**src/rtl/nor_array_tester.sv**
```systemverilog
// nor_array_tester: sweeps every input vector into a PAIRS-wide NOR array, checks each output against ~(a|b), counts failing vectors and records the first one (clk/rst_n/start in; dut_in out, dut_out in; busy/done/pass/err_count/fail_valid/first_fail out)
module nor_array_tester #(
    parameter int PAIRS  = 4,
    parameter int SETTLE = 1
) (
    input  logic                 clk,
    input  logic                 rst_n,
    input  logic                 start,
    output logic [2*PAIRS-1:0]   dut_in,
    input  logic [PAIRS-1:0]     dut_out,
    output logic                 busy,
    output logic                 done,
    output logic                 pass,
    output logic [2*PAIRS:0]     err_count,
    output logic                 fail_valid,
    output logic [2*PAIRS-1:0]   first_fail
);
    localparam int VW = 2 * PAIRS;
    typedef enum logic [2:0] {IDLE, DRIVE, WAIT, CHECK, DONE} state_t;
    state_t          state_q, state_d;
    logic [VW-1:0]   vec_q, vec_d, din_q, din_d, ff_q, ff_d;
    logic [VW:0]     err_q, err_d;
    logic [3:0]      cnt_q, cnt_d;
    logic            fv_q, fv_d, busy_q, busy_d, done_q, done_d, pass_q, pass_d;
    logic [PAIRS-1:0] exp_out;
    logic            mismatch;
    always_comb begin
        exp_out = '0;
        for (int k = 0; k < PAIRS; k++) exp_out[k] = ~(din_q[2*k] | din_q[2*k+1]);
    end
    // case inequality so an X/Z output from the array registers as a failure
    assign mismatch = (dut_out !== exp_out);
    always_comb begin
        state_d = state_q;
        vec_d   = vec_q;
        din_d   = din_q;
        ff_d    = ff_q;
        err_d   = err_q;
        cnt_d   = cnt_q;
        fv_d    = fv_q;
        case (state_q)
            IDLE, DONE: if (start) begin
                err_d   = '0;
                fv_d    = 1'b0;
                ff_d    = '0;
                vec_d   = '0;
                state_d = DRIVE;
            end
            DRIVE: begin
                din_d   = vec_q;
                cnt_d   = 4'(SETTLE);
                state_d = WAIT;
            end
            WAIT: begin
                cnt_d   = cnt_q - 4'd1;
                state_d = (cnt_q == 4'd1) ? CHECK : WAIT;
            end
            CHECK: begin
                if (mismatch) begin
                    err_d = err_q + 1'b1;
                    if (!fv_q) begin
                        ff_d = din_q;
                        fv_d = 1'b1;
                    end
                end
                vec_d   = (vec_q == '1) ? vec_q : vec_q + 1'b1;
                state_d = (vec_q == '1) ? DONE : DRIVE;
            end
            default: state_d = IDLE;
        endcase
        busy_d = (state_d == DRIVE) || (state_d == WAIT) || (state_d == CHECK);
        done_d = (state_d == DONE);
        pass_d = done_d && (err_d == '0);
    end
    always_ff @(posedge clk or negedge rst_n) begin
        if (!rst_n) begin
            state_q <= IDLE;
            vec_q   <= '0;
            din_q   <= '0;
            ff_q    <= '0;
            err_q   <= '0;
            cnt_q   <= '0;
            fv_q    <= 1'b0;
            busy_q  <= 1'b0;
            done_q  <= 1'b0;
            pass_q  <= 1'b0;
        end else begin
            state_q <= state_d;
            vec_q   <= vec_d;
            din_q   <= din_d;
            ff_q    <= ff_d;
            err_q   <= err_d;
            cnt_q   <= cnt_d;
            fv_q    <= fv_d;
            busy_q  <= busy_d;
            done_q  <= done_d;
            pass_q  <= pass_d;
        end
    end
    assign dut_in     = din_q;
    assign busy       = busy_q;
    assign done       = done_q;
    assign pass       = pass_q;
    assign err_count  = err_q;
    assign fail_valid = fv_q;
    assign first_fail = ff_q;
endmodule

```
**config.mk**
```make
export PLATFORM = sky130hd
export DESIGN_NAME = nor_array_tester
export DESIGN_NICKNAME = d
export VERILOG_FILES = /design/src/rtl/nor_array_tester.sv
export SDC_FILE = /design/constraint.sdc
export NUM_CORES = 1
export LEC_CHECK = 0
export BUFFER_PORTS_ARGS = -buffer_cell sky130_fd_sc_hd__buf_4
export CORE_UTILIZATION = 56
export CTS_CLUSTER_DIAMETER = 200
export CTS_CLUSTER_SIZE = 14
export DETAILED_ROUTE_END_ITERATION = 16
export PLACE_DENSITY = 0.91
export SLEW_MARGIN = 20
export SYNTH_ARGS = -nofsm -noshare
export SYNTH_HDL_FRONTEND = slang
export SYNTH_SLANG_ARGS = --single-unit
```
**constraint.sdc**
```tcl
create_clock -name clk -period 2.85 [get_ports clk]
set_clock_uncertainty 0.05 [all_clocks]
set_input_delay 0.1425 -clock clk [delete_from_list [all_inputs] [get_ports clk]]
set_output_delay 0.1425 -clock clk [all_outputs]
set_load 0.01 [all_outputs]
```
==> summary.txt, run 1 <==
Synth
  • Synth warn: 0
  • Yosys reg bits: between 40 and 50
  • FFs w/ async S/R, synth: 1.00
  • Yosys cell types: 46
  • Post-synthesis sequential area ratio: 0.489
  • EDFF count, synth: 0
  • Syn avg cell area: roughly 10 um2
  • Cells after Synth: between 200 and 250
  • Synth Flop Type: dfrtp_1
  • Syn nets: approximately 240
  • Area of the mapped netlist: 2250 um2

Layout
  • Final core occ: 0.717
  • Design Area, Final: around 2700 um2
  • Nets: 276
  • Syn-to-layout area delta: 19.3%
  • Multi-input gate area: between 1000 and 1500 um2
  • Layout cells sized above 1: 0.248
  • Sequential cell area: 1100 um2
  • Inserted Diodes: 0
  • Filler cells: 260
  • Fin cells: 314

STA
  • Slew margin rel.: 0.485
  • Worst-Margin Slew: ~0.77 ns
  • Max Clk Rate: approximately 0.41 GHz
  • RSZ-0062 raised after global routing: no
  • Setup TNS: 0 ns
  • Period utilisation layout: 0.849
  • Final Max Slew Viols: 0
  • Final min period: 2.42 ns
  • Final setup fails: 0
  • Fin. Hold Viols: 0

Setup path
  • R2R Setup Slk: 0.43 ns
  • Worst EP required: 2.98 ns
  • Worst setup path endpoint: pass
  • Worst-path cell chain: and3b_1 -> buf_4 -> nor2_1 -> a31o_2 -> a22o_1 -> nand4b_1 -> nor4_1
  • Worst r2r src: state_q[0]
  • Critical path class: reg2reg
  • Crit path from: state_q[0]
  • CP max stage delay: approximately 0.64 ns
  • Worst-case reg-to-reg path depth: 7
  • Max FO, Critical Path: 16
  • Worst EP arrival: approximately 2.6 ns
  • Crit path launch type: flop
  • Reg-to-reg endpoint: pass
  • Slowest cell on crit path: dfrtp_1
  • CP Capture Type: flop

Power and ir drop
  • Gate power share: 0.412
  • Fraction of power spent switching nets: 0.392
  • Sequential power share: 0.393
  • Peak VDD IR: 0.000514 V
  • Internal power: between 0.001 and 0.0015 W
  • Clk network pwr share: 0.195
  • NetSw: 0.000966 W
  • Leakage: between 1 and 1.5 nW
  • PD cells: ~920 nW/um2

Route
  • Vias: roughly 1900
  • WL final: about 5 mm
  • WL/cell: about 16 um
  • Residual DRC: 0
  • Via density: 5.96
  • Final ANT Viol Nets: 0
  • Starting DRT DRC Count: ~200
  • DRT Pass-1 Iters: 4

Placement
  • Placed Area: around 2600 um2
  • Post-DP HPWL: between 3 and 4 mm
  • Inst Count DP: 305
  • Port Buffer Count: 35
  • GP Congestion: 0.912

Die
  • I/O pins: 36
  • Row count: 22
  • Initial Utilization: 0.601
  • Die Y: ~65 um
  • Core footprint: 3740 um2
  • Die ar.: between 4000 and 5000 um2
  • Chip Width: approximately 65 um

Clock network
  • Clock Latency Late Sink: 0.30 ns
  • Num Clock Sinks: between 40 and 50
  • Clock buffer count from CTS: 5
  • Reg clk slew, reported paths: approximately 0.08 ns
  • CTS tree: built
  • H-Tree Depth: 2
  • CTS root buf: clkbuf_8
  • Clock Tree Buf Depth: 2

Global routing
  • Pin count of the biggest net entering global routing: 45
  • Global route overflow: 0
  • Vias in the first global route: roughly 1700
  • First-pass GRT wire length: around 8.4 mm
  • GR Util All Layers: 0.266
  • Initial antenna violation count: 0

Outcome
  • Status: completed

Worst hold path
  • Min-delay worst type: in2reg

Job
  • Max_cap viols: 0
[timing repair]
item,in CTS,in global routing
endpoints found under the hold margin,44,0
buffers inserted,0,0
hold buffers,1,0
gates resized for setup,0,0
[cells in the final DEF (no fill, tap or decap), types with 2 or more instances in the layout]
cell and count:
o21ai_0 13, nand3_1 5, and4_1 2, clkbuf_8 5, mux2_2 8, a22o_1 3
dfrtp_1 44, xnor2_1 2, and3_1 2, nand4_1 6, xor2_1 4, nor3_1 3
nand2_1 26, nor2_1 20, ha_1 4, or3_4 2, o22ai_1 2, a21oi_1 10
o31ai_1 3, mux2i_1 12, buf_4 39, or3_1 5, inv_1 17, a31o_2 2
nor3b_2 2, o211ai_1 3
[metrics by stage]
step | hold slack [ns] | power (W) | worst slack, ns
2_1_floorplan | -0.203 | 0.00164 | 0.751
3_3_place_gp | 0.105 | 0.00191 | 0.615
3_5_place_dp | 0.110 | 0.00198 | 0.535
4_1_cts | 0.112 | 0.00246 | 0.501
5_1_grt | 0.136 | 0.00263 | 0.349
6_report | 0.120 | 0.00246 | 0.429
[routing by layer]
layer | track usage | routed length (um) | vias up
li1 | - | - | 880
met1 | 0.327 | 2080 | 908
met2 | 0.445 | 2490 | 66
met3 | 0.0625 | 254 | 16
met4 | 0.117 | 170 | 0
met5 | 0 | 0 | -
[cell type report]
class | instances | area share
Tap cell | 48 | 0.0224
Timing Repair Buffer | 40 | 0.113
Clock inverter | 3 | 0.0159
Multi-Input combinational cell | 157 | 0.389
Sequential cell | 44 | 0.410
Clock buffer | 5 | 0.0256
Inverter | 17 | 0.0238
[registers in the layout, summed over array words and instances (netlist names)]
name        flops
err_count       9
done            1
cnt_q           4
busy            1
vec_q           8
fail_valid      1
pass            1
state_q         3
dut_in          8
first_fail      8
[power by group through the flow]
stage	Sequential, W	Combinational, W	Clock [W]
final	0.000968	0.00102	0.000479
after global routing	0.000995	0.00112	0.000515
after CTS	0.000962	0.00102	0.000483
after detailed placement	0.000975	0.00100	0
after global placement	0.000954	0.000958	0
after floorplan	0.000932	0.000707	0
[synthesized netlist by cell type, types with 5 or more instances]
| master | instances | area [um2] |
|---|---|---|
| dfrtp_1 | 44 | 1100 |
| mux2_2 | 8 | 90.1 |
| nor2_1 | 20 | 75.1 |
| o21ai_0 | 13 | 65.1 |
| inv_1 | 17 | 63.8 |
| or3_1 | 5 | 31.3 |
| nand4_1 | 6 | 37.5 |
| mux2i_1 | 12 | 120 |
| nand3_1 | 5 | 25.0 |
| nand2_1 | 26 | 97.6 |
| a21oi_1 | 10 | 50.1 |
[worst max-delay path: cells and delay by family, from the launching register on]
family          cells  cell delay [ns]
buf+inv             1             0.22
compound gates      2             0.43
simple gates        4             0.94
flops               1             0.64
[worst min path at each step]
stage,cells past startpoint,from,to,slack [ns]
finish,3,start,done,0.12
global route,3,start,done,0.14
CTS,3,start,done,0.11
detailed placement,1,rst_n,err_count[3],0.11
global placement,1,rst_n,err_count[5],0.10
floorplan,0,rst_n,busy,-0.20
[cell families after synthesis]
group | synth area share
xor+xnor | 0.0234
mux | 0.0934
compound gates | 0.139
fa+ha+maj | 0.0222
buf+inv | 0.0462
flops | 0.489
simple gates | 0.186
(Power assumes the default switching activity.)
==> run 2: changes to the inputs <==
- ABC_AREA: default -> 1
- clock period: 2.85 -> 2.25 ns (I/O delays scaled with it)
==> summary.txt, run 2 <==
Outcome
  • Status: completed (unchanged)

STA
  • Final setup fails: 0 (unchanged)
  • Final min period: 2.01 ns (was 2.42 ns)
  • Period utilisation layout: 0.891 (was 0.849)
  • Final Max Slew Viols: 0 (unchanged)
  • Setup WS post-layout: 0.245 ns (was 0.429 ns)
  • RSZ-0062 raised after global routing: no (unchanged)
  • Worst-Margin Slew: 0.547 ns (was 0.769 ns)
  • Slew margin rel.: 0.635 (was 0.485)
  • Max Clk Rate: 0.499 GHz (was 0.413 GHz)
  • Fin. Hold Viols: 0 (unchanged)
  • Setup TNS: 0 ns (unchanged)

Layout
  • Most frequent cells in the layout: 59 x nand2_1, 44 x dfrtp_1, 37 x inv_1 (was 44 x dfrtp_1, 39 x buf_4, 26 x nand2_1)
  • Syn-to-layout area delta: 17.6% (was 19.3%)
  • Multi-input gate area: 992 um2 (was 1040 um2)
  • Inserted Diodes: 0 (unchanged)
  • Sequential cell area: 1100 um2 (unchanged)
  • Largest register FFs: 9 (unchanged)
  • Filler cells: 295 (was 260)
  • Commonest non-fill, non-tap cell in the layout: nand2_1 (was dfrtp_1)
  • Nets: 327 (was 276)
  • Layout cells sized above 1: 0.211 (was 0.248)

Global routing
  • Pin count of the biggest net entering global routing: 45 (unchanged)
  • Met1 global-route usage: 0.349 (was 0.327)
  • Vias in the first global route: 1871 (was 1738)
  • GR Util All Layers: 0.267 (was 0.266)
  • First-pass GRT wire length: 8.56 mm (was 8.40 mm)
  • Initial antenna violation count: 0 (unchanged)
  • Met3 Resource Use GR: 0.0517 (was 0.0625)
  • Met2 usage: 0.431 (was 0.445)
  • Grt peak-use layer: met2 (unchanged)
  • Global route overflow: 0 (unchanged)

Synth
  • Synth Flop Type: dfrtp_1 (unchanged)
  • Cells after Synth: 276 (was 226)
  • Most instantiated cells after synthesis: 59 x nand2_1, 44 x dfrtp_1, 37 x inv_1 (was 44 x dfrtp_1, 26 x nand2_1, 20 x nor2_1)
  • Top cell type's share of synthesized area: 0.483 (was 0.489)
  • Syn avg cell area: 8.26 um2 (was 9.95 um2)
  • Synth top area cells: dfrtp_1 48%, nand2_1 9.7%, nand3_1 7.0%, inv_1 6.1%, nor2_1 3.0% (was dfrtp_1 49%, mux2i_1 5.3%, nand2_1 4.3%, mux2_2 4.0%, nor2_1 3.3%)
  • Yosys reg bits: 44 (unchanged)
  • EDFF count, synth: 0 (unchanged)
  • Count leader, synth: nand2_1 (was dfrtp_1)
  • Synth area leader: dfrtp_1 (unchanged)
  • Synth warn: 0 (unchanged)
  • FFs w/ async S/R, synth: 1.00 (unchanged)
  • Post-synthesis sequential area ratio: 0.483 (was 0.489)
  • Syn nets: 287 (was 237)
  • Area of the mapped netlist: 2280 um2 (was 2250 um2)
  • Yosys cell types: 32 (was 46)

Setup path
  • CP Capture Type: flop (unchanged)
  • Critical path class: reg2reg (unchanged)
  • Crit path launch type: flop (unchanged)
  • Max FO, Critical Path: 7 (was 16)
  • Worst EP required: 2.38 ns (was 2.98 ns)
  • Worst EP arrival: 2.13 ns (was 2.55 ns)
  • Worst-case reg-to-reg path depth: 9 (was 7)

Placement
  • Pre-CTS setup slack: 0.360 ns (was 0.535 ns)
  • Port Buffer Count: 35 (unchanged)
  • Post-DP HPWL: 3.63 mm (was 3.60 mm)
  • GP Congestion: 0.888 (was 0.912)

Die
  • Initial Utilization: 0.605 (was 0.601)
  • Row count: 22 (unchanged)
  • I/O pins: 36 (unchanged)
  • Core footprint: 3770 um2 (was 3740 um2)
  • Die ar.: 4330 um2 (was 4270 um2)
  • Die Y: 65.8 um (was 65.4 um)
  • Chip Width: 65.8 um (was 65.4 um)

Clock network
  • H-Tree Depth: 2 (unchanged)
  • Clock Latency Late Sink: 0.30 ns (about the same)
  • Post-cts gate resize count: 0 (unchanged)
  • Reg clk slew, reported paths: 0.08 ns (about the same)
  • Num Clock Sinks: 44 (unchanged)
  • CTS root buf: clkbuf_8 (unchanged)
  • Clock buffer count from CTS: 5 (unchanged)
  • CTS tree: built (unchanged)
  • Clock Tree Buf Depth: 2 (unchanged)

Power and ir drop
  • Peak VDD IR: 0.000714 V (was 0.000514 V)
  • PD cells: 1140 nW/um2 (was 918 nW/um2)
  • Leakage: 1.38 nW (was 1.26 nW)

Route
  • DRT Pass-1 Iters: 5 (was 4)
  • Starting DRT DRC Count: 188 (was 195)
  • Residual DRC: 0 (unchanged)
  • Vias: 1980 (was 1870)
  • Via density: 5.42 (was 5.96)
  • WL/cell: 13.7 um (was 15.9 um)
  • Final ANT Viol Nets: 0 (unchanged)
  • WL final: 5.00 mm (was 4.99 mm)

Job
  • Max_cap viols: 0 (unchanged)

Worst hold path
  • Hold depth: 4 (was 3)
  • Min-delay worst type: in2reg (unchanged)
-- run 2: metal layers --
| metal | up-vias | share of wire |
|---|---|---|
| met3 | 12 | 0.060 |
| met2 | 72 | 0.48 |
| met1 | 919 | 0.44 |
| li1 | 977 | - |
| met5 | - | 0 |
| met4 | 0 | 0.019 |
-- run 2: power by group --
group | internal (W) | total, W | switching [W]
Sequential | 0.000976 | 0.00120 | 0.000220
Combinational | 0.000503 | 0.00136 | 0.000862
Clock | 0.000222 | 0.000486 | 0.000264
-- run 2: worst max-delay path: stages (launching register included) --
cell and delay (ns):
dfrtp_1 0.47, ha_1 0.23, nand3_1 0.13, nor2_1 0.25
nand2_1 0.11, or2_2 0.29, o21ai_2 0.16, nor2_1 0.07
nand3_1 0.08, nor2_1 0.04
-- run 2: worst paths after layout --
path	from	to	slack [ns]
setup / recovery	err_count[0]	pass	0.24
setup reg to reg	err_count[0]	pass	0.24
min in group asynchronous	rst_n	dut_in[6]	0.30
hold / removal	start	err_count[3]	0.22
max in group asynchronous	rst_n	err_count[8]	1.48
hold reg to reg	cnt_q[3]	cnt_q[3]	0.43
-- run 2: area by class of cell --
class | count | area share
timing repair buffer | 37 | 0.105
clock inverter | 1 | 0.00327
sequential | 44 | 0.411
inverter | 42 | 0.0607
tap | 48 | 0.0224
multi-input combinational | 186 | 0.370
clock buffer | 7 | 0.0285
-- run 2: cell families after synthesis --
| family | after synthesis | synth area share |
|---|---|---|
| xor gates and xnor gates | 3 | 0.0115 |
| AOI/OAI and AO/OA | 44 | 0.107 |
| muxes | 3 | 0.0148 |
| DFF | 44 | 0.483 |
| and+or+nand+nor | 132 | 0.280 |
| buffers and inverters | 46 | 0.0823 |
| adders and majority gates | 4 | 0.0219 |
-- run 2: per-stage QoR --
step            util  cell area, um2  std cells  hold WS (ns)  power, W
6_report       0.711            2680        365         0.217   0.00305
3_5_place_dp   0.686            2590        356        0.0896   0.00256
5_1_grt        0.711            2680        365         0.253   0.00328
3_3_place_gp   0.686            2590        356        0.0835   0.00250
2_1_floorplan      -            2280        276        -0.233   0.00215
4_1_cts        0.711            2680        365         0.220   0.00304
-- run 2: timing repair --
item / CTS / global route
hold buffers: 1 / 0
buffers inserted: 0 / 0
setup endpoints to repair: 0 / 0
endpoints found under the hold margin: 44 / 0
==> run 3: changes to the inputs <==
- ABC_AREA: 1 -> default
==> summary.txt, run 3 (synthesized netlist as in run 1, its figures left out) <==
Die
  • Die ar.: 4270 um2 (was 4330 um2)
  • Row count: 22 (unchanged)
  • I/O pins: 36 (unchanged)
  • Die Y: 65.4 um (was 65.8 um)
  • Core footprint: 3740 um2 (was 3770 um2)
  • Initial Utilization: 0.601 (was 0.605)
  • Chip Width: 65.4 um (was 65.8 um)

Setup path
  • Worst-case reg-to-reg path depth: 6 (was 9)
  • CP Capture Type: flop (unchanged)
  • Reg-to-reg endpoint: vec_q[7] (was pass)
  • Crit path launch type: flop (unchanged)
  • Crit-path most repeated cell: or3_4 (was nor2_1)
  • Worst EP arrival: 2.34 ns (was 2.13 ns)
  • Critical path class: reg2reg (unchanged)
  • CP max stage delay: 0.44 ns (was 0.47 ns)
  • Max FO, Critical Path: 5 (was 7)
  • Slowest cell on crit path: dfrtp_2 (was dfrtp_1)
  • Worst r2r src: state_q[0] (was err_count[0])
  • R2R Setup Slk: 0.09 ns (was 0.24 ns)
  • Worst EP required: 2.43 ns (was 2.38 ns)
  • Worst-path cell chain: or3_4 -> or3_4 -> a31oi_4 -> nand2_2 -> or3_1 -> a21oi_1 (was ha_1 -> nand3_1 -> nor2_1 -> nand2_1 -> or2_2 -> o21ai_2 -> nor2_1 -> nand3_1 -> nor2_1)

Placement
  • Inst Count DP: 310 (was 356)
  • Post-DP HPWL: 3.59 mm (was 3.63 mm)
  • Placed Area: 2600 um2 (was 2590 um2)
  • Port Buffer Count: 35 (unchanged)
  • GP Congestion: 0.872 (was 0.888)

Clock network
  • CTS root buf: clkbuf_8 (unchanged)
  • Reg clk slew, reported paths: 0.09 ns (was 0.08 ns)
  • H-Tree Depth: 2 (unchanged)
  • CTS tree: built (unchanged)
  • Num Clock Sinks: 44 (unchanged)
  • Clock Latency Late Sink: 0.30 ns (about the same)
  • Clock buffer count from CTS: 5 (unchanged)
  • Clock Tree Buf Depth: 2 (unchanged)

Global routing
  • First-pass GRT wire length: 8.93 mm (was 8.56 mm)
  • GR Util All Layers: 0.279 (was 0.267)
  • Initial antenna violation count: 0 (unchanged)
  • Vias in the first global route: 1928 (was 1871)
  • Pin count of the biggest net entering global routing: 45 (unchanged)
  • Global route overflow: 0 (unchanged)

Layout
  • Largest register FFs: 9 (unchanged)
  • Syn-to-layout area delta: 23.8% (was 17.6%)
  • Fin cells: 321 (was 365)
  • Nets: 283 (was 327)
  • Design Area, Final: 2790 um2 (was 2680 um2)
  • Layout cells sized above 1: 0.271 (was 0.211)
  • Final core occ: 0.744 (was 0.711)
  • Commonest non-fill, non-tap cell in the layout: buf_4 (was nand2_1)
  • Inserted Diodes: 0 (unchanged)
  • Most frequent cells in the layout: 46 x buf_4, 43 x dfrtp_1, 26 x nand2_1 (was 59 x nand2_1, 44 x dfrtp_1, 37 x inv_1)

Route
  • Residual DRC: 0 (unchanged)
  • DRT Pass-1 Iters: 5 (unchanged)
  • WL/cell: 17.0 um (was 13.7 um)
  • Starting DRT DRC Count: 151 (was 188)
  • Final ANT Viol Nets: 0 (unchanged)
  • Via density: 6.12 (was 5.42)
  • Vias: 1965 (was 1980)
  • WL final: 5.46 mm (was 5.00 mm)

Worst hold path
  • Min-delay worst type: in2reg (unchanged)
  • Hold Crit Endpoint: done (was err_count[3])
  • Hold depth: 3 (was 4)
  • Worst hold start: start (unchanged)

STA
  • WHS: 0.102 ns (was 0.217 ns)
  • Final Max Slew Viols: 0 (unchanged)
  • Setup TNS: 0 ns (unchanged)
  • Final min period: 2.16 ns (was 2.01 ns)
  • Fin. Hold Viols: 0 (unchanged)
  • Final setup fails: 0 (unchanged)
  • Worst-Margin Slew: 0.544 ns (was 0.547 ns)
  • Slew margin rel.: 0.637 (was 0.635)
  • RSZ-0062 raised after global routing: no (unchanged)
  • Max Clk Rate: 0.464 GHz (was 0.499 GHz)
  • Period utilisation layout: 0.959 (was 0.891)

Outcome
  • Status: completed (unchanged)

Job
  • Max_cap viols: 0 (unchanged)

Power and ir drop
  • Peak VDD IR: 0.000858 V (was 0.000714 V)
  • PD cells: 1230 nW/um2 (was 1140 nW/um2)
  • Leakage: 1.31 nW (was 1.38 nW)
[run 3: worst max-delay path: cells and delay by family, from the launching register on]
family	cells	cell delay (ns)
AND/OR/NAND/NOR	4	1.21
flip-flops	1	0.44
AO/OA/AOI/OAI	2	0.39
[run 3: area by class of cell]
cell class	instances	area, um2
timing repair buffer	47	355
fill	242	958
clock buffer	5	68.8
clock inverter	3	90.1
tap	48	60.1
inverter	17	63.8
sequential	44	1100
multi-input combinational	157	1040
[run 3: how the worst max path moves through the flow]
stage               startpoint  endpoint  slack (ns)
floorplan           state_q[0]  vec_q[7]        0.15
global placement    state_q[0]  vec_q[7]        0.18
detailed placement  state_q[0]  vec_q[7]        0.11
CTS                 state_q[0]  vec_q[7]        0.09
global route        state_q[0]  vec_q[7]        0.01
finish              state_q[0]  vec_q[7]        0.09
[run 3: per-stage QoR]
| step | worst slack, ns | total power, W |
|---|---|---|
| 2_1_floorplan | 0.151 | 0.00208 |
| 3_3_place_gp | 0.182 | 0.00246 |
| 3_5_place_dp | 0.113 | 0.00254 |
| 4_1_cts | 0.0859 | 0.00338 |
| 5_1_grt | 0.0115 | 0.00361 |
| 6_report | 0.0925 | 0.00343 |
[run 3: what timing repair did]
item / in CTS / in global routing
buffers inserted: 0 / 2
hold buffers: 1 / 0
endpoints found under the setup margin: 0 / 2
endpoints found under the hold margin: 44 / 0
gates resized for setup: 0 / 2
[run 3: where the power goes]
group | switching (W) | internal, W | total [W]
Combinational | 0.000759 | 0.000644 | 0.00140
Clock | 0.000274 | 0.000555 | 0.000829
Sequential | 0.000220 | 0.000977 | 0.00120
Total | 0.00125 | 0.00218 | 0.00343
[run 3: layer usage]
layer	track usage	vias to the layer above	part of all wire
met1	0.342	966	0.39
met4	0.122	0	0.025
li1	-	891	-
met3	0.0642	18	0.058
met2	0.466	90	0.53
met5	0	-	0
